[src/rtl/game_pkg.sv]
// Shared types and constants for the snake game plot path: grid geometry,
// field widths, the named colours and the plot arbiter state encoding.
package game_pkg;

    localparam int GRID_DIM = 16;
    localparam int CELL_W   = 4;
    localparam int COLOUR_W = 3;

    localparam logic [COLOUR_W-1:0] BLACK = 3'b000;
    localparam logic [COLOUR_W-1:0] GREEN = 3'b010;
    localparam logic [COLOUR_W-1:0] RED   = 3'b100;
    localparam logic [COLOUR_W-1:0] WHITE = 3'b111;

    typedef enum logic [1:0] {
        IDLE  = 2'd0,
        ISSUE = 2'd1,
        CLEAR = 2'd2
    } arb_state_t;

endpackage

[src/rtl/plot_arbiter_if.sv]
// Bundle between the game-logic requesters / clear control on one side,
// the cell plotter on the other, and the plot arbiter in the middle.
// The arbiter uses the slave view; the surrounding logic uses master.
interface plot_arbiter_if
    import game_pkg::*;
#(
    parameter int N = 4
) ();

    // requester side
    logic [N-1:0]          req;
    logic [CELL_W*N-1:0]   req_x;
    logic [CELL_W*N-1:0]   req_y;
    logic [COLOUR_W*N-1:0] req_colour;
    logic [N-1:0]          req_wait;

    // board clear control
    logic                  clear_start;
    logic [COLOUR_W-1:0]   clear_colour;
    logic                  clear_busy;
    logic                  clear_done;

    // cell plotter side
    logic                  plot_req;
    logic [CELL_W-1:0]     plot_x;
    logic [CELL_W-1:0]     plot_y;
    logic [COLOUR_W-1:0]   plot_colour;
    logic                  plot_waitrequest;

    modport slave (
        input  req, req_x, req_y, req_colour,
        output req_wait,
        input  clear_start, clear_colour,
        output clear_busy, clear_done,
        output plot_req, plot_x, plot_y, plot_colour,
        input  plot_waitrequest
    );

    modport master (
        output req, req_x, req_y, req_colour,
        input  req_wait,
        output clear_start, clear_colour,
        input  clear_busy, clear_done,
        input  plot_req, plot_x, plot_y, plot_colour,
        output plot_waitrequest
    );

endinterface

[src/rtl/rr_select.sv]
// Combinational round-robin picker: returns the first requester with req
// high, searching from last+1 upwards and wrapping modulo N.
module rr_select #(
    parameter int N  = 4,
    parameter int IW = 2
) (
    input  logic [N-1:0]  req,
    input  logic [IW-1:0] last,
    output logic [IW-1:0] grant,
    output logic          valid
);

    logic [IW-1:0] idx_s;

    // Walk the requesters in rotated order and keep the first hit.
    always_comb begin
        grant = {IW{1'b0}};
        valid = 1'b0;
        idx_s = {IW{1'b0}};
        for (int k = 1; k <= N; k++) begin
            idx_s = IW'((int'(last) + k) % N);
            if (!valid && req[idx_s]) begin
                grant = idx_s;
                valid = 1'b1;
            end else begin
                grant = grant;
                valid = valid;
            end
        end
    end

endmodule

[src/rtl/plot_arbiter.sv]
// Shares the single grid cell plotter between N game-logic requesters and
// a board-clear sequencer. Requesters are served round-robin with one IDLE
// arbitration cycle between grants; a pending clear wins every arbitration
// point and then sweeps all cells row-major with one latched colour.
module plot_arbiter
    import game_pkg::*;
#(
    parameter int N    = 4,
    parameter int GRID = GRID_DIM
) (
    input  logic          clk,
    input  logic          rst,
    plot_arbiter_if.slave bus
);

    localparam int IW    = (N > 1) ? $clog2(N) : 1;
    localparam int AW    = $clog2(GRID);
    localparam int CNT_W = 2 * AW;
    localparam logic [CNT_W-1:0] CNT_LAST = {CNT_W{1'b1}};
    localparam logic [IW-1:0]    RR_INIT  = IW'(N - 1);

    arb_state_t          state_r;
    logic [IW-1:0]       grant_r;
    logic [IW-1:0]       rr_last_r;
    logic [CNT_W-1:0]    cnt_r;
    logic [COLOUR_W-1:0] clr_colour_r;
    logic                pending_r;
    logic                busy_r;
    logic                done_r;

    logic [IW-1:0]       pick_s;
    logic                pick_valid_s;
    logic                start_ok_s;
    logic                accept_s;
    logic                issue_accept_s;
    logic                plot_req_s;
    logic [CELL_W-1:0]   plot_x_s;
    logic [CELL_W-1:0]   plot_y_s;
    logic [COLOUR_W-1:0] plot_colour_s;
    logic [N-1:0]        req_wait_s;

    // Unpacked views of each requester's fields so the grant can index them.
    logic [CELL_W-1:0]   fx_s [N];
    logic [CELL_W-1:0]   fy_s [N];
    logic [COLOUR_W-1:0] fc_s [N];

    for (genvar g = 0; g < N; g++) begin : g_field
        assign fx_s[g] = bus.req_x[g*CELL_W +: CELL_W];
        assign fy_s[g] = bus.req_y[g*CELL_W +: CELL_W];
        assign fc_s[g] = bus.req_colour[g*COLOUR_W +: COLOUR_W];
    end

    rr_select #(
        .N  (N),
        .IW (IW)
    ) u_rr_select (
        .req   (bus.req),
        .last  (rr_last_r),
        .grant (pick_s),
        .valid (pick_valid_s)
    );

    // A new clear is only taken when none is pending or running.
    assign start_ok_s     = bus.clear_start && !busy_r;
    assign accept_s       = plot_req_s && !bus.plot_waitrequest;
    assign issue_accept_s = (state_r == ISSUE) && accept_s;

    // Present either the granted requester's cell or the current sweep cell.
    always_comb begin
        plot_req_s    = 1'b0;
        plot_x_s      = {CELL_W{1'b0}};
        plot_y_s      = {CELL_W{1'b0}};
        plot_colour_s = {COLOUR_W{1'b0}};
        case (state_r)
            ISSUE: begin
                plot_req_s    = 1'b1;
                plot_x_s      = fx_s[grant_r];
                plot_y_s      = fy_s[grant_r];
                plot_colour_s = fc_s[grant_r];
            end
            CLEAR: begin
                plot_req_s    = 1'b1;
                plot_x_s      = CELL_W'(cnt_r[AW-1:0]);
                plot_y_s      = CELL_W'(cnt_r[CNT_W-1:AW]);
                plot_colour_s = clr_colour_r;
            end
            default: begin
                plot_req_s    = 1'b0;
                plot_x_s      = {CELL_W{1'b0}};
                plot_y_s      = {CELL_W{1'b0}};
                plot_colour_s = {COLOUR_W{1'b0}};
            end
        endcase
    end

    // A requester stops waiting in the very cycle its transfer is accepted.
    always_comb begin
        req_wait_s = bus.req;
        if (issue_accept_s) begin
            req_wait_s[grant_r] = 1'b0;
        end else begin
            req_wait_s = bus.req;
        end
    end

    // Arbitration FSM with the clear sweep counter and clear status flags.
    always_ff @(posedge clk) begin
        if (rst) begin
            state_r      <= IDLE;
            grant_r      <= {IW{1'b0}};
            rr_last_r    <= RR_INIT;
            cnt_r        <= {CNT_W{1'b0}};
            clr_colour_r <= BLACK;
            pending_r    <= 1'b0;
            busy_r       <= 1'b0;
            done_r       <= 1'b0;
        end else begin
            done_r <= 1'b0;
            if (start_ok_s) begin
                clr_colour_r <= bus.clear_colour;
                busy_r       <= 1'b1;
                pending_r    <= 1'b1;
            end else begin
                clr_colour_r <= clr_colour_r;
            end
            case (state_r)
                IDLE: begin
                    // A clear pre-empts all requesters at the arbitration point.
                    if (pending_r || start_ok_s) begin
                        state_r   <= CLEAR;
                        cnt_r     <= {CNT_W{1'b0}};
                        pending_r <= 1'b0;
                    end else if (pick_valid_s) begin
                        grant_r <= pick_s;
                        state_r <= ISSUE;
                    end else begin
                        state_r <= IDLE;
                    end
                end
                ISSUE: begin
                    if (accept_s) begin
                        rr_last_r <= grant_r;
                        state_r   <= IDLE;
                    end else begin
                        state_r <= ISSUE;
                    end
                end
                CLEAR: begin
                    if (accept_s) begin
                        cnt_r <= cnt_r + {{(CNT_W-1){1'b0}}, 1'b1};
                        if (cnt_r == CNT_LAST) begin
                            state_r <= IDLE;
                            busy_r  <= 1'b0;
                            done_r  <= 1'b1;
                        end else begin
                            state_r <= CLEAR;
                        end
                    end else begin
                        state_r <= CLEAR;
                    end
                end
                default: begin
                    state_r <= IDLE;
                end
            endcase
        end
    end

    assign bus.plot_req    = plot_req_s;
    assign bus.plot_x      = plot_x_s;
    assign bus.plot_y      = plot_y_s;
    assign bus.plot_colour = plot_colour_s;
    assign bus.req_wait    = req_wait_s;
    assign bus.clear_busy  = busy_r;
    assign bus.clear_done  = done_r;

endmodule

[src/flat_wrapper.sv]
// flat-port wrapper written by rule: the top's interface ports become plain ports
module plot_arbiter_flat import game_pkg::*;
#(
    parameter int N    = 4,
    parameter int GRID = GRID_DIM
)
  (clk, rst, bus_req, bus_req_x, bus_req_y, bus_req_colour, bus_req_wait, bus_clear_start, bus_clear_colour, bus_clear_busy, bus_clear_done, bus_plot_req, bus_plot_x, bus_plot_y, bus_plot_colour, bus_plot_waitrequest);
  plot_arbiter_if #(.N(N)) bus_i ();
  input  logic clk;
  input  logic rst;
  input wire logic [$bits(bus_i.req)-1:0] bus_req;
  input wire logic [$bits(bus_i.req_x)-1:0] bus_req_x;
  input wire logic [$bits(bus_i.req_y)-1:0] bus_req_y;
  input wire logic [$bits(bus_i.req_colour)-1:0] bus_req_colour;
  output wire logic [$bits(bus_i.req_wait)-1:0] bus_req_wait;
  input wire logic [$bits(bus_i.clear_start)-1:0] bus_clear_start;
  input wire logic [$bits(bus_i.clear_colour)-1:0] bus_clear_colour;
  output wire logic [$bits(bus_i.clear_busy)-1:0] bus_clear_busy;
  output wire logic [$bits(bus_i.clear_done)-1:0] bus_clear_done;
  output wire logic [$bits(bus_i.plot_req)-1:0] bus_plot_req;
  output wire logic [$bits(bus_i.plot_x)-1:0] bus_plot_x;
  output wire logic [$bits(bus_i.plot_y)-1:0] bus_plot_y;
  output wire logic [$bits(bus_i.plot_colour)-1:0] bus_plot_colour;
  input wire logic [$bits(bus_i.plot_waitrequest)-1:0] bus_plot_waitrequest;
  assign bus_i.req = bus_req;
  assign bus_i.req_x = bus_req_x;
  assign bus_i.req_y = bus_req_y;
  assign bus_i.req_colour = bus_req_colour;
  assign bus_req_wait = bus_i.req_wait;
  assign bus_i.clear_start = bus_clear_start;
  assign bus_i.clear_colour = bus_clear_colour;
  assign bus_clear_busy = bus_i.clear_busy;
  assign bus_clear_done = bus_i.clear_done;
  assign bus_plot_req = bus_i.plot_req;
  assign bus_plot_x = bus_i.plot_x;
  assign bus_plot_y = bus_i.plot_y;
  assign bus_plot_colour = bus_i.plot_colour;
  assign bus_i.plot_waitrequest = bus_plot_waitrequest;
  plot_arbiter #(.N(N), .GRID(GRID)) u_core (.clk(clk), .rst(rst), .bus(bus_i));
endmodule
[config.mk]
export PLATFORM = sky130hd
export DESIGN_NAME = plot_arbiter_flat
export DESIGN_NICKNAME = d
export VERILOG_FILES = /design/src/rtl/game_pkg.sv /design/src/rtl/plot_arbiter_if.sv /design/src/rtl/rr_select.sv /design/src/rtl/plot_arbiter.sv /design/src/flat_wrapper.sv
export SDC_FILE = /design/constraint.sdc
export NUM_CORES = 1
export LEC_CHECK = 0
export CORE_MARGIN = 2
export CORE_UTILIZATION = 25
export CTS_CLUSTER_SIZE = 16
export DETAILED_ROUTE_END_ITERATION = 10
export PLACE_DENSITY_LB_ADDON = 0.1
export SLEW_MARGIN = 10
export SYNTH_ARGS = -nofsm -noshare
export SYNTH_HDL_FRONTEND = slang
export SYNTH_SLANG_ARGS = --single-unit
[constraint.sdc]
create_clock -name clk -period 3.81 [get_ports clk]
set_input_delay 0.762 -clock clk [delete_from_list [all_inputs] [get_ports clk]]
set_output_delay 0.762 -clock clk [all_outputs]
set_load 0.02 [all_outputs]
# --- After elaboration in Yosys (flattened, before gate mapping) ---
# Index checks and enable logic that the tools add are counted.
totals:
  ff_bits: 20
  output_inout_bits: 18
  wordCells: 100
classes:
  add_sub_neg: 5
  n_lt_le_gt_ge: 7
  eq_ne: 5
  mux: 49
  bitwise: 6
  n_reduce_logical: 20
ops:
  columns: ["cell", "n"]
  rows:
  - ["1-bit two-way mux", 20]
  - ["4-bit two-way mux", 5]
  - ["4-bit binary-select mux with 2-bit select", 2]
  - ["8-bit two-way mux", 2]
  - ["4-bit one-hot mux with 2 select lines", 2]
  - ["8-bit one-hot mux with 2 select lines", 1]
  - ["2-bit by 3-bit less-than comparator with 1-bit output, second input constant", 5]
  - ["2-bit two-way mux", 7]
  - ["8-bit by 1-bit adder with 8-bit output, second input constant", 1]
  - ["1-bit binary-select mux with 2-bit select", 4]
  - ["8-bit equality test, second input constant", 1]
  - ["1-bit logical AND", 7]
  - ["3-bit binary-select mux with 2-bit select", 1]
  - ["3-bit two-way mux", 2]
  - ["2-bit one-hot mux with 3 select lines", 1]
  - ["3-bit one-hot mux with 2 select lines", 1]
  - ["3-bit AND reduction", 2]
  - ["1-bit zero test", 5]
  - ["2-bit by 1-bit adder with 2-bit output, second input constant", 2]
  - ["2-bit adder, second input constant", 2]
  - ["4-bit AND", 1]
  - ["2-bit by 1-bit != test with 1-bit output, second input constant", 2]
  - ["4-bit inverter", 1]
  - ["3-bit >= comparator, second input constant", 1]
  - ["12 further kinds", 14]

# --- Depth between registers and ports, before layout ---
# Gate-level depths: netlist (run 1).
depth:
  word_depth: 16
  depth_mapped: 8

# --- Modules after synthesis ---
# From an unflattened synthesis (run 1), not the netlist that was laid out.
unflattened:
  cells_unflattened: 158
  area_unflattened_um2: 1451.4
modules_own_cells:
  columns: ["module", "n_inst", "cells_per_inst", "area_per_inst_um2", "seq_area_each_um2"]
  rows:
  - ["plot_arbiter", 1, 144, 1360.1, 400.4]
  - ["rr_select", 1, 14, 91.3, 0.0]

# --- Worst setup path after synthesis (run 1) ---
# No wires, ideal clock.
synth_timing:
  path_type: "reg2out"
  from: "register u_core.state_r[0]"
  to: "output bus_req_wait[2]"
  arrival_ps: 1695
  required_time_ps: 3048
  slack_ps: 1353
  stages_incl_launch_ff: 6
  path_cell_list: "dfxtp_1 inv_1 ha_1 nor2b_1 and3_1 a21boi_0"
synth_between:
  elab_chain_cells: 6
  word_cells_on_any_way: 7
  cone_classes: "eq/ne: 2; mux: 2; reduce/logical: 3"
synth_lines:
  columns: ["item", "line", "source"]
  rows:
  - ["start, declared", "plot_arbiter.sv:22", "arb_state_t state_r;"]
  - ["start signal, assigned", "plot_arbiter.sv:109", "state_r <= IDLE;"]
  - ["start signal, assigned", "plot_arbiter.sv:130", "state_r <= CLEAR;"]
  - ["start signal, assigned", "plot_arbiter.sv:135", "state_r <= ISSUE;"]
  - ["2-bit equality test or 2-bit by 1-bit equality test with 1-bit output (tied branches)", "plot_arbiter.sv:74", "case (state_r)"]
  - ["2-bit OR reduction (no source line) (*)", null, null]
  - ["1-bit two-way mux (*)", "plot_arbiter.sv:74", null]
  - ["via bus_plot_req", "flat_wrapper.sv:20", "output wire logic [$bits(bus_i.plot_req)-1:0] bus_plot_req;"]
  - ["1-bit logical AND (*)", "plot_arbiter.sv:65", "assign accept_s = plot_req_s && !bus.plot_waitrequest;"]
  - ["1-bit logical AND (*)", "plot_arbiter.sv:66", "assign issue_accept_s = (state_r == ISSUE) && accept_s;"]
  - ["4-bit two-way mux (*)", "plot_arbiter.sv:99", "if (issue_accept_s) begin"]
  - ["end, declared", "flat_wrapper.sv:15", "output wire logic [$bits(bus_i.req_wait)-1:0] bus_req_wait;"]
# Mark *: on every way through the listed nets, which the timed path passes. The rest lies on a longest branch.

# --- Final worst setup path (run 1) ---
layout_timing:
  from: "register u_core.state_r[1]"
  to: "output bus_req_wait[1]"
layout_between:
  elab_chain_cells: 6
  word_cells_on_any_way: 7
  cone_classes: "eq/ne: 2; mux: 2; reduce/logical: 3"
layout_lines:
  columns: ["item", "line"]
  rows:
  - ["2-bit equality test or 2-bit by 1-bit equality test with 1-bit output (tied branches)", "plot_arbiter.sv:74, plot_arbiter.sv:66"]
  - ["2-bit OR reduction (no source line)", null]
  - ["1-bit two-way mux", "plot_arbiter.sv:74"]
  - ["1-bit logical AND", "plot_arbiter.sv:65"]
  - ["1-bit logical AND (*)", "plot_arbiter.sv:66"]
  - ["4-bit two-way mux (*)", "plot_arbiter.sv:99"]
# Mark *: on every way between the ends. The rest lies on a longest branch, timed or not.

==> key figures, run 1 <==
Clocking
  • Clk buf depth: 2
  • TritonCTS clock tree: built
  • Root buffer cell: clkbuf_8
  • Cts repair resizes: 0
  • CTS Buf Count: 3
  • Clock sinks: 20
  • Postcts setup bufs: 0
  • H-tree depth: 1
  • Reg clk slew, reported paths: 0.08 ns
  • Worst-Skew Late Latency: 0.26 ns
  • Hold-fix buffers at CTS: 0

Route
  • DR iter-0 viols: 87
  • Wire per inst: 15.1 µm
  • Total number of vias: 1532
  • DR pass1 iterations: 4
  • Post-route antenna net violation count: 0
  • DRT Wirelength: 4.68 mm
  • Residual DRC: 0
  • Vias/cell: 4.94

Setup path
  • Slowest CP cell: clkdlybuf4s50_1
  • CP startpoint kind: register
  • Worst R2R End: u_core.cnt_r[5]$_SDFFE_PP0P_
  • Reg2Reg Depth: 6
  • Worst path max stage delay: 0.54 ns
  • Kind of critical path: reg2out
  • Setup crit end kind: output port
  • CP Cell Sequence: inv_1 > ha_1 > nor2b_1 > nand2_1 > nor2_1 > a21boi_0 > clkdlybuf4s50_1
  • CP arrival: 2.48 ns
  • CP required: 3.05 ns
  • R2r setup slk: 1.53 ns
  • Worst flop-to-flop path startpoint: u_core.state_r[0]$_SDFF_PP0_
  • Crit Path Max Fanout: 13

Floorplanning
  • Die Ht: 80.9 µm
  • Rows: 28
  • Die width: 80.9 µm
  • Starting density of the core: 25.4%
  • Core area: 0.00582 mm²
  • I/O pin count: 73
  • Die area: 0.00655 mm²

Global route
  • Global Route Usage Sum: 14.7%
  • Largest net degree at the start of global routing: 18
  • Number of global-route vias before repair: 1517
  • GRT overflow: 0
  • First-pass GRT wire length: 7.46 mm
  • Initial antenna violation count: 0

Final layout
  • Most common cell after layout, fill and taps aside: clkdlybuf4s50_1
  • Layout Nets: 296
  • Antenna cell count: 0
  • Area grow syn2layout: 57.6%
  • Layout cells sized above 1: 8.51%
  • Non-Filler Instances: 310
  • Most frequent cells in the layout: 72 x clkdlybuf4s50_1, 20 x dfxtp_1, 17 x nand2_1

STA
  • Worst-Margin Slew: 0.729 ns
  • Endpoints failing hold: 0
  • FMAX: 309 MHz
  • Rel. slew slack: 50.9%
  • Worst hold slack: 0.470 ns
  • Final Skew: 0.00578 ns
  • RSZ-0062 raised after global routing: no
  • Crit path time final: 3.24 ns
  • Final setup vio count: 0
  • Final Max Tran Viols: 0
  • Setup TNS: 0 ns
  • Final Cycle Share: 85.0%

Logic synthesis
  • Post-synth EDFFs: 0
  • Main synth FF type: dfxtp_1
  • Register area share after synthesis: 27.1%
  • Synth Net Count: 227
  • Async SR Flop Fraction: 0%
  • Mapped Cells: 167
  • Count of cell types in the netlist: 39
  • Syn Area/Cell: 8.86 µm²
  • Mapped Area: 0.00148 mm²
  • Synth Register Bits: 20
  • Yosys warnings: 0

Status
  • Status: finished clean

Power
  • Peak VDD IR: 204 µV
  • Pleak: 0.798 nW
  • PwrDens: 349 mW/mm²

Placed design
  • GP Congestion: 0.738
  • DP Wirelength: 3.73 mm
  • PortBufs: 72
  • Post-Place Cells: 306

Run
  • Total of max-cap violations: 0

Min path
  • WHS Path Cells: 2
  • WHS Endpoint: u_core.clr_colour_r[0]$_SDFFE_PP0P_
  • HP Start: u_core.clr_colour_r[0]$_SDFFE_PP0P_
  • Worst Hold Class: reg2reg
[synth_stat cells (3+ instances only)]
cell type,count,share of area [%]
dfxtp_1,20,27
nor2b_1,12,5.1
a21boi_0,4,2.0
inv_1,9,2.3
nor3_1,3,1.0
a21oi_1,14,4.7
nand3_1,4,1.4
buf_2,3,1.0
or3_1,6,2.5
clkbuf_1,6,1.5
ha_1,5,4.2
nor2_1,6,1.5
mux4_2,11,17
nand2_1,17,4.3
o21ai_0,9,3.0
a22oi_1,10,5.1
[power breakdown]
| group | internal, mW | switching (mW) | total [mW] |
|---|---|---|---|
| registers | 0.224 | 0.0240 | 0.248 |
| logic | 0.191 | 0.160 | 0.351 |
| clock network | 0.140 | 0.0733 | 0.214 |
[worst max path at each step]
stage	slack (ns)	endpoint	start	cells past startpoint
final	0.57	bus_req_wait[1]	u_core.state_r[1]$_SDFF_PP0_	7
after global routing	0.29	bus_req_wait[0]	u_core.state_r[0]$_SDFF_PP0_	7
after CTS	0.53	bus_req_wait[1]	u_core.state_r[1]$_SDFF_PP0_	7
after detailed placement	0.60	bus_plot_colour[1]	bus_req_colour[1]	5
after global placement	0.60	bus_req_wait[0]	bus_plot_waitrequest	6
after floorplan	1.35	bus_req_wait[2]	u_core.state_r[0]$_SDFF_PP0_	5
[state kept, by name (all words and copies together), names as in the netlist]
register / cells
u_core.grant_r: 2
u_core.bus.clear_done: 1
u_core.clr_colour_r: 3
u_core.cnt_r: 8
u_core.bus.clear_busy: 1
u_core.pending_r: 1
u_core.state_r: 2
u_core.rr_last_r: 2
[layout make-up]
type | count | area [µm²]
Clock inverter | 1 | 30.0
Inverter | 9 | 33.8
Sequential cell | 20 | 400
Timing Repair Buffer | 74 | 736
Tap cell | 75 | 93.8
Multi-Input combinational cell | 128 | 996
Fill cell | 605 | 3480
Clock buffer | 3 | 41.3
[routing by layer]
layer | part of all wire (%) | GRT usage, %
met5 | 0 | 0
met2 | 50 | 24.8
met1 | 45 | 19.6
met4 | 0.53 | 1.86
met3 | 3.9 | 3.22
[through the flow]
stage / total power, mW / area (µm²) / setup WS [ns] / util, %
after floorplan: 0.470 / 1480 / 1.35 / -
after global placement: 0.611 / 2260 / 0.599 / 38.9
after detailed placement: 0.609 / 2260 / 0.603 / 38.9
after CTS: 0.824 / 2330 / 0.531 / 40.1
after global routing: 0.865 / 2330 / 0.286 / 40.1
final: 0.813 / 2330 / 0.572 / 40.1
[logic make-up after synthesis]
logic type	share of synthesized area [%]
compound gates	21.5
fa+ha+maj	4.23
buf+inv	5.58
flops	27.1
mux	18.1
simple gates	23.5
[critical path, delay by kind of cell (launching register included)]
| kind | cells | cell delay, ns |
|---|---|---|
| AND/OR/NAND/NOR | 3 | 0.65 |
| adder cells (fa/ha/maj) | 1 | 0.49 |
| AO/OA/AOI/OAI | 1 | 0.10 |
| flip-flops | 1 | 0.37 |
| buffers and inverters | 2 | 0.61 |
No activity file was read; power rests on OpenSTA's default activity.
==> run 2, diff against run 1 <==
==> constraint.sdc (replaced) <==
create_clock -name clk -period 3.1 [get_ports clk]
set_input_delay 0.62 -clock clk [delete_from_list [all_inputs] [get_ports clk]]
set_output_delay 0.62 -clock clk [all_outputs]
set_load 0.02 [all_outputs]
==> run 2 against run 1 <==
Sequential cell count unchanged. Via count up 0.59%. Clock power up 23%. Final area up 1.9%. Global-route usage down 0.24 points. Largest power group unchanged. Highest routed layer unchanged.
==> key figures, run 2 (synthesized netlist as in run 1, its figures left out) <==
Status
  • Status: finished clean (unchanged)

Run
  • Total of max-cap violations: 0 (unchanged)

Final layout
  • Layout cells sized above 1: 10.5% (was 8.51%)
  • Register area: 400 µm² (unchanged)
  • Layout Nets: 300 (was 296)
  • Util after Layout: 40.9% (was 40.1%)
  • Most frequent cells in the layout: 72 x clkdlybuf4s50_1, 20 x dfxtp_1, 17 x nand2_1 (unchanged)
  • Largest regs: u_core.cnt_r (8), u_core.clr_colour_r (3) (unchanged)
  • Antenna cell count: 0 (unchanged)
  • Area occupied by multi-input gates: 998 µm² (was 996 µm²)
  • Post-route cell area: 0.00238 mm² (was 0.00233 mm²)
  • FILL cells: 603 (was 605)
  • Non-Filler Instances: 314 (was 310)
  • Area grow syn2layout: 60.7% (was 57.6%)
  • Max FFs per register: 8 (unchanged)
  • Largest register by flop count: u_core.cnt_r (unchanged)
  • Most common cell after layout, fill and taps aside: clkdlybuf4s50_1 (unchanged)

Route
  • Wire per inst: 14.6 µm (was 15.1 µm)
  • Residual DRC: 0 (unchanged)
  • Vias/cell: 4.91 (was 4.94)
  • DRT Wirelength: 4.59 mm (was 4.68 mm)
  • Total number of vias: 1541 (was 1532)
  • DR pass1 iterations: 4 (unchanged)
  • DR iter-0 viols: 48 (was 87)
  • Post-route antenna net violation count: 0 (unchanged)

Setup path
  • CP arrival: 2.28 ns (was 2.48 ns)
  • Setup crit end kind: output port (unchanged)
  • Kind of critical path: in2out (was reg2out)
  • Crit Path Max Fanout: 1 (was 13)
  • CP startpoint kind: input port (was register)
  • Worst flop-to-flop path startpoint: u_core.state_r[0]$_SDFF_PP0_ (unchanged)
  • R2r setup slk: 0.86 ns (was 1.53 ns)
  • CP required: 2.48 ns (was 3.05 ns)
  • Reg2Reg Depth: 6 (unchanged)
  • Worst R2R End: u_core.cnt_r[5]$_SDFFE_PP0P_ (unchanged)

STA
  • Worst-Margin Slew: 0.611 ns (was 0.729 ns)
  • FMAX: 344 MHz
  • Rel. slew slack: 59.3% (was 50.9%)
  • Crit path time final: 2.90 ns
  • Worst hold slack: 0.463 ns (was 0.470 ns)
  • Setup ws final: 0.195 ns (was 0.572 ns)
  • Endpoints failing hold: 0 (unchanged)
  • Final setup vio count: 0 (unchanged)
  • RSZ-0062 raised after global routing: no (unchanged)
  • Setup TNS: 0 ns (unchanged)
  • Final Cycle Share: 93.7%
  • Final Skew: 0.0134 ns (was 0.00578 ns)
  • Final Max Tran Viols: 0 (unchanged)

Power
  • Power consumption: 1.02 mW (was 0.813 mW)
  • Int Pwr: 0.700 mW (was 0.555 mW)
  • Pleak: 0.822 nW (was 0.798 nW)
  • Combinational share of power: 45.3% (was 43.2%)
  • Sequential Power Share: 28.9% (was 30.5%)
  • Clock Power Share: 25.7% (was 26.3%)
  • PwrDens: 430 mW/mm² (was 349 mW/mm²)
  • Switching share of power: 31.5% (was 31.7%)
  • Peak VDD IR: 182 µV (was 204 µV)
  • Switch Pwr: 0.322 mW (was 0.257 mW)

Clocking
  • H-tree depth: 1 (unchanged)
  • Root buffer cell: clkbuf_8 (unchanged)
  • TritonCTS clock tree: built (unchanged)
  • Clk buf depth: 2 (unchanged)
  • Worst-Skew Late Latency: 0.26 ns (about the same)
  • Hold-fix buffers at CTS: 0 (unchanged)
  • Reg clk slew, reported paths: 0.07 ns (was 0.08 ns)
  • CTS Buf Count: 3 (unchanged)
  • Clock sinks: 20 (unchanged)

Global route
  • First-pass GRT wire length: 7.38 mm (was 7.46 mm)
  • Largest net degree at the start of global routing: 18 (unchanged)
  • Initial antenna violation count: 0 (unchanged)
  • Number of global-route vias before repair: 1518 (was 1517)
  • GRT overflow: 0 (unchanged)
  • Global Route Usage Sum: 14.4% (was 14.7%)

Placed design
  • DP Area: 0.00230 mm² (was 0.00226 mm²)
  • DP Wirelength: 3.70 mm (was 3.73 mm)
  • Pre-CTS setup slack: 0.163 ns (was 0.603 ns)
  • GP Congestion: 0.789 (was 0.738)
  • Post-Place Cells: 310 (was 306)
  • PortBufs: 72 (unchanged)

Min path
  • WHS Path Cells: 2 (unchanged)
  • HP Start: u_core.clr_colour_r[0]$_SDFFE_PP0P_ (unchanged)
  • WHS Endpoint: u_core.clr_colour_r[0]$_SDFFE_PP0P_ (unchanged)
  • Worst Hold Class: reg2reg (unchanged)

Floorplanning
  • Core area: 0.00582 mm² (unchanged)
  • Die width: 80.9 µm (unchanged)
  • Starting density of the core: 25.4% (unchanged)
  • Rows: 28 (unchanged)
  • Die Ht: 80.9 µm (unchanged)
  • Die area: 0.00655 mm² (unchanged)
  • I/O pin count: 73 (unchanged)
-- run 2: changes by cell type in the layout (fill, tap and decap cells not counted), sizes merged --
cell / change
buf: +4
-- run 2: worst max path at each step --
stage | startpoint | endpoint | slack [ns]
after global placement | bus_plot_waitrequest | bus_req_wait[0] | 0.16
final | bus_req_y[9] | bus_plot_y[1] | 0.20
after detailed placement | bus_plot_waitrequest | bus_req_wait[1] | 0.16
after floorplan | u_core.state_r[0]$_SDFF_PP0_ | bus_req_wait[2] | 0.79
after global routing | u_core.state_r[0]$_SDFF_PP0_ | bus_plot_y[3] | 0.06
after CTS | bus_plot_waitrequest | bus_req_wait[1] | 0.15
-- run 2: routing by layer --
layer,track usage [%],routed length (µm),vias to the layer above
li1,-,-,773
met1,18.8,2030,729
met2,24.5,2330,37
met3,3.56,210,2
met4,2.37,15,0
met5,0,0,-
-- run 2: final cells by class --
type / count / area share [%]
Inverter: 9 / 1.42
Tap cell: 75 / 3.95
Clock inverter: 1 / 1.26
Multi-Input combinational cell: 128 / 42.0
Timing Repair Buffer: 78 / 32.8
Sequential cell: 20 / 16.9
Clock buffer: 3 / 1.74
-- run 2: repair_timing --
item,CTS,global route
setup buffers,0,0
gates resized for setup,0,1
endpoints found under the setup margin,0,2
-- run 2: critical path, stage by stage --
cell             delay (ns)
clkdlybuf4s50_1        0.40
mux4_2                 0.46
a22oi_1                0.19
nor2b_1                0.07
clkdlybuf4s50_1        0.54
-- run 2: power groups by stage --
stage	Sequential [mW]	Combinational [mW]	Clock, mW
after floorplan	0.295	0.283	0
after global placement	0.301	0.472	0
after detailed placement	0.302	0.464	0
after CTS	0.296	0.466	0.266
after global routing	0.298	0.502	0.275
final	0.296	0.463	0.263
==> run 3, diff against run 2 <==
==> constraint.sdc (replaced) <==
create_clock -name clk -period 2.5 [get_ports clk]
set_input_delay 0.5 -clock clk [delete_from_list [all_inputs] [get_ports clk]]
set_output_delay 0.5 -clock clk [all_outputs]
set_load 0.02 [all_outputs]
==> run 3 against run 2 <==
Final area increased by 3.1%. Hold slack improved by 0.017 ns. Setup slack got worse by 0.14 ns. Count of clock-buffer cells in the layout increased by 1. Global-route usage increased by 0.40 points. Die area unchanged. Register-to-register slack got worse by 0.51 ns. Cell count increased by 3.8%. First-iteration DRC count decreased by 6.3%. Largest power group unchanged. Sequential cell count unchanged. Highest routed layer unchanged.
==> key figures, run 3 (synthesized netlist as in run 1, its figures left out) <==
Placed design
  • Post-Place Cells: 322 (was 310)
  • GP Congestion: 0.782 (was 0.789)
  • DP Area: 0.00240 mm² (was 0.00230 mm²)
  • PortBufs: 72 (unchanged)
  • DP Wirelength: 3.93 mm (was 3.70 mm)
  • Pre-CTS setup slack: -0.179 ns (was 0.163 ns)

STA
  • Final setup vio count: 0 (unchanged)
  • FMAX: 409 MHz
  • Endpoints failing hold: 0 (unchanged)
  • Final Cycle Share: 97.9%
  • Rel. slew slack: 75.4% (was 59.3%)
  • Worst-Margin Slew: 0.369 ns (was 0.611 ns)
  • Final Skew: 0.00694 ns (was 0.0134 ns)
  • Crit path time final: 2.45 ns
  • Setup TNS: 0 ns (unchanged)
  • Final Max Tran Viols: 0 (unchanged)
  • Worst hold slack: 0.480 ns (was 0.463 ns)
  • Setup ws final: 0.0522 ns (was 0.195 ns)

Global route
  • Initial antenna violation count: 0 (unchanged)
  • Global Route Usage Sum: 14.8% (was 14.4%)
  • First-pass GRT wire length: 7.51 mm (was 7.38 mm)
  • GRT overflow: 0 (unchanged)
  • Largest net degree at the start of global routing: 16 (was 18)
  • Number of global-route vias before repair: 1513 (was 1518)

Setup path
  • Kind of critical path: in2out (unchanged)
  • Crit Path Max Fanout: 1 (unchanged)
  • CP startpoint kind: input port (unchanged)
  • Worst R2R End: u_core.cnt_r[5]$_SDFFE_PP0P_ (unchanged)
  • CP arrival: 1.95 ns (was 2.28 ns)
  • CP required: 2.00 ns (was 2.48 ns)
  • Worst flop-to-flop path startpoint: u_core.state_r[0]$_SDFF_PP0_ (unchanged)
  • Setup crit end kind: output port (unchanged)
  • Reg2Reg Depth: 6 (unchanged)
  • R2r setup slk: 0.35 ns (was 0.86 ns)

Clocking
  • Clock sinks: 20 (unchanged)
  • CTS Buf Count: 3 (unchanged)
  • H-tree depth: 1 (unchanged)
  • Reg clk slew, reported paths: 0.07 ns (about the same)
  • Root buffer cell: clkbuf_8 (unchanged)
  • Worst-Skew Late Latency: 0.26 ns (about the same)
  • Clk buf depth: 2 (unchanged)
  • TritonCTS clock tree: built (unchanged)
  • Postcts setup bufs: 0 (unchanged)

Final layout
  • Layout Nets: 312 (was 300)
  • Post-route cell area: 0.00245 mm² (was 0.00238 mm²)
  • Register area: 400 µm² (unchanged)
  • Most common cell after layout, fill and taps aside: clkdlybuf4s50_1 (unchanged)
  • Non-Filler Instances: 326 (was 314)
  • Largest register by flop count: u_core.cnt_r (unchanged)
  • FILL cells: 608 (was 603)
  • Most frequent cells in the layout: 57 x clkdlybuf4s50_1, 20 x dfxtp_1, 17 x nand2_1 (was 72 x clkdlybuf4s50_1, 20 x dfxtp_1, 17 x nand2_1)
  • Max FFs per register: 8 (unchanged)
  • Util after Layout: 42.1% (was 40.9%)
  • Area grow syn2layout: 65.7% (was 60.7%)
  • Largest regs: u_core.cnt_r (8), u_core.clr_colour_r (3) (unchanged)
  • Antenna cell count: 0 (unchanged)
  • Area occupied by multi-input gates: 0.00100 mm² (was 998 µm²)
  • Layout cells sized above 1: 15.1% (was 10.5%)

Floorplanning
  • Rows: 28 (unchanged)
  • Starting density of the core: 25.4% (unchanged)
  • I/O pin count: 73 (unchanged)
  • Die area: 0.00655 mm² (unchanged)
  • Die Ht: 80.9 µm (unchanged)
  • Die width: 80.9 µm (unchanged)
  • Core area: 0.00582 mm² (unchanged)

Route
  • Residual DRC: 0 (unchanged)
  • DR iter-0 viols: 45 (was 48)
  • Total number of vias: 1571 (was 1541)
  • Post-route antenna net violation count: 0 (unchanged)
  • Wire per inst: 14.8 µm (was 14.6 µm)
  • Vias/cell: 4.82 (was 4.91)
  • DR pass1 iterations: 4 (unchanged)
  • DRT Wirelength: 4.83 mm (was 4.59 mm)

Min path
  • HP Start: u_core.clr_colour_r[0]$_SDFFE_PP0P_ (unchanged)
  • Worst Hold Class: reg2reg (unchanged)
  • WHS Endpoint: u_core.clr_colour_r[0]$_SDFFE_PP0P_ (unchanged)
  • WHS Path Cells: 2 (unchanged)

Power
  • Pleak: 0.930 nW (was 0.822 nW)
  • Peak VDD IR: 295 µV (was 182 µV)
  • Power consumption: 1.22 mW (was 1.02 mW)
  • PwrDens: 499 mW/mm² (was 430 mW/mm²)

Status
  • Status: finished clean (unchanged)

Run
  • Total of max-cap violations: 0 (unchanged)
-- run 3: worst max-delay path, stage by stage --
cell and delay, ns:
clkdlybuf4s50_1 0.43, mux4_2 0.47, a22oi_1 0.17, nor2b_1 0.06, dlygate4sd2_1 0.32
-- run 3: how the worst max path moves through the flow --
stage	start	end	slack [ns]	depth (start not counted)
2_1_floorplan	u_core.state_r[0]$_SDFF_PP0_	bus_req_wait[2]	0.31	5
3_3_place_gp	bus_req_y[10]	bus_plot_y[2]	-0.18	5
3_5_place_dp	bus_req_colour[2]	bus_plot_colour[2]	-0.18	5
4_1_cts	bus_req_colour[2]	bus_plot_colour[2]	0.04	5
5_1_grt	u_core.state_r[0]$_SDFF_PP0_	bus_req_wait[2]	-0.002	6
6_report	bus_req_y[10]	bus_plot_y[2]	0.05	5
-- run 3: layout make-up --
class / instances / share of cell area, %
flip-flops and latches: 20 / 16.3
multi-input cells: 128 / 41.0
clock buffers: 4 / 2.25
well taps: 75 / 3.83
repair buffers: 90 / 35.2
inverters: 9 / 1.38
-- run 3: routing by layer --
metal | part of all wire (%) | up-vias | track usage (%)
li1 | - | 797 | -
met1 | 46 | 744 | 19.6
met5 | 0 | - | 0
met4 | 0.50 | 0 | 2.54
met3 | 3.3 | 2 | 2.89
met2 | 50 | 28 | 25.3
-- run 3: where the power goes --
group / switching (mW) / leakage [nW] / internal [mW]
Clock: 0.111 / 0.0288 / 0.140
Combinational: 0.274 / 0.738 / 0.334
Sequential: 0.0211 / 0.163 / 0.341
Total: 0.407 / 0.930 / 0.816
-- run 3: what timing repair did --
action,in CTS,in global routing
gates resized for setup,15,3
hold buffers,0,0
endpoints found under the setup margin,15,5
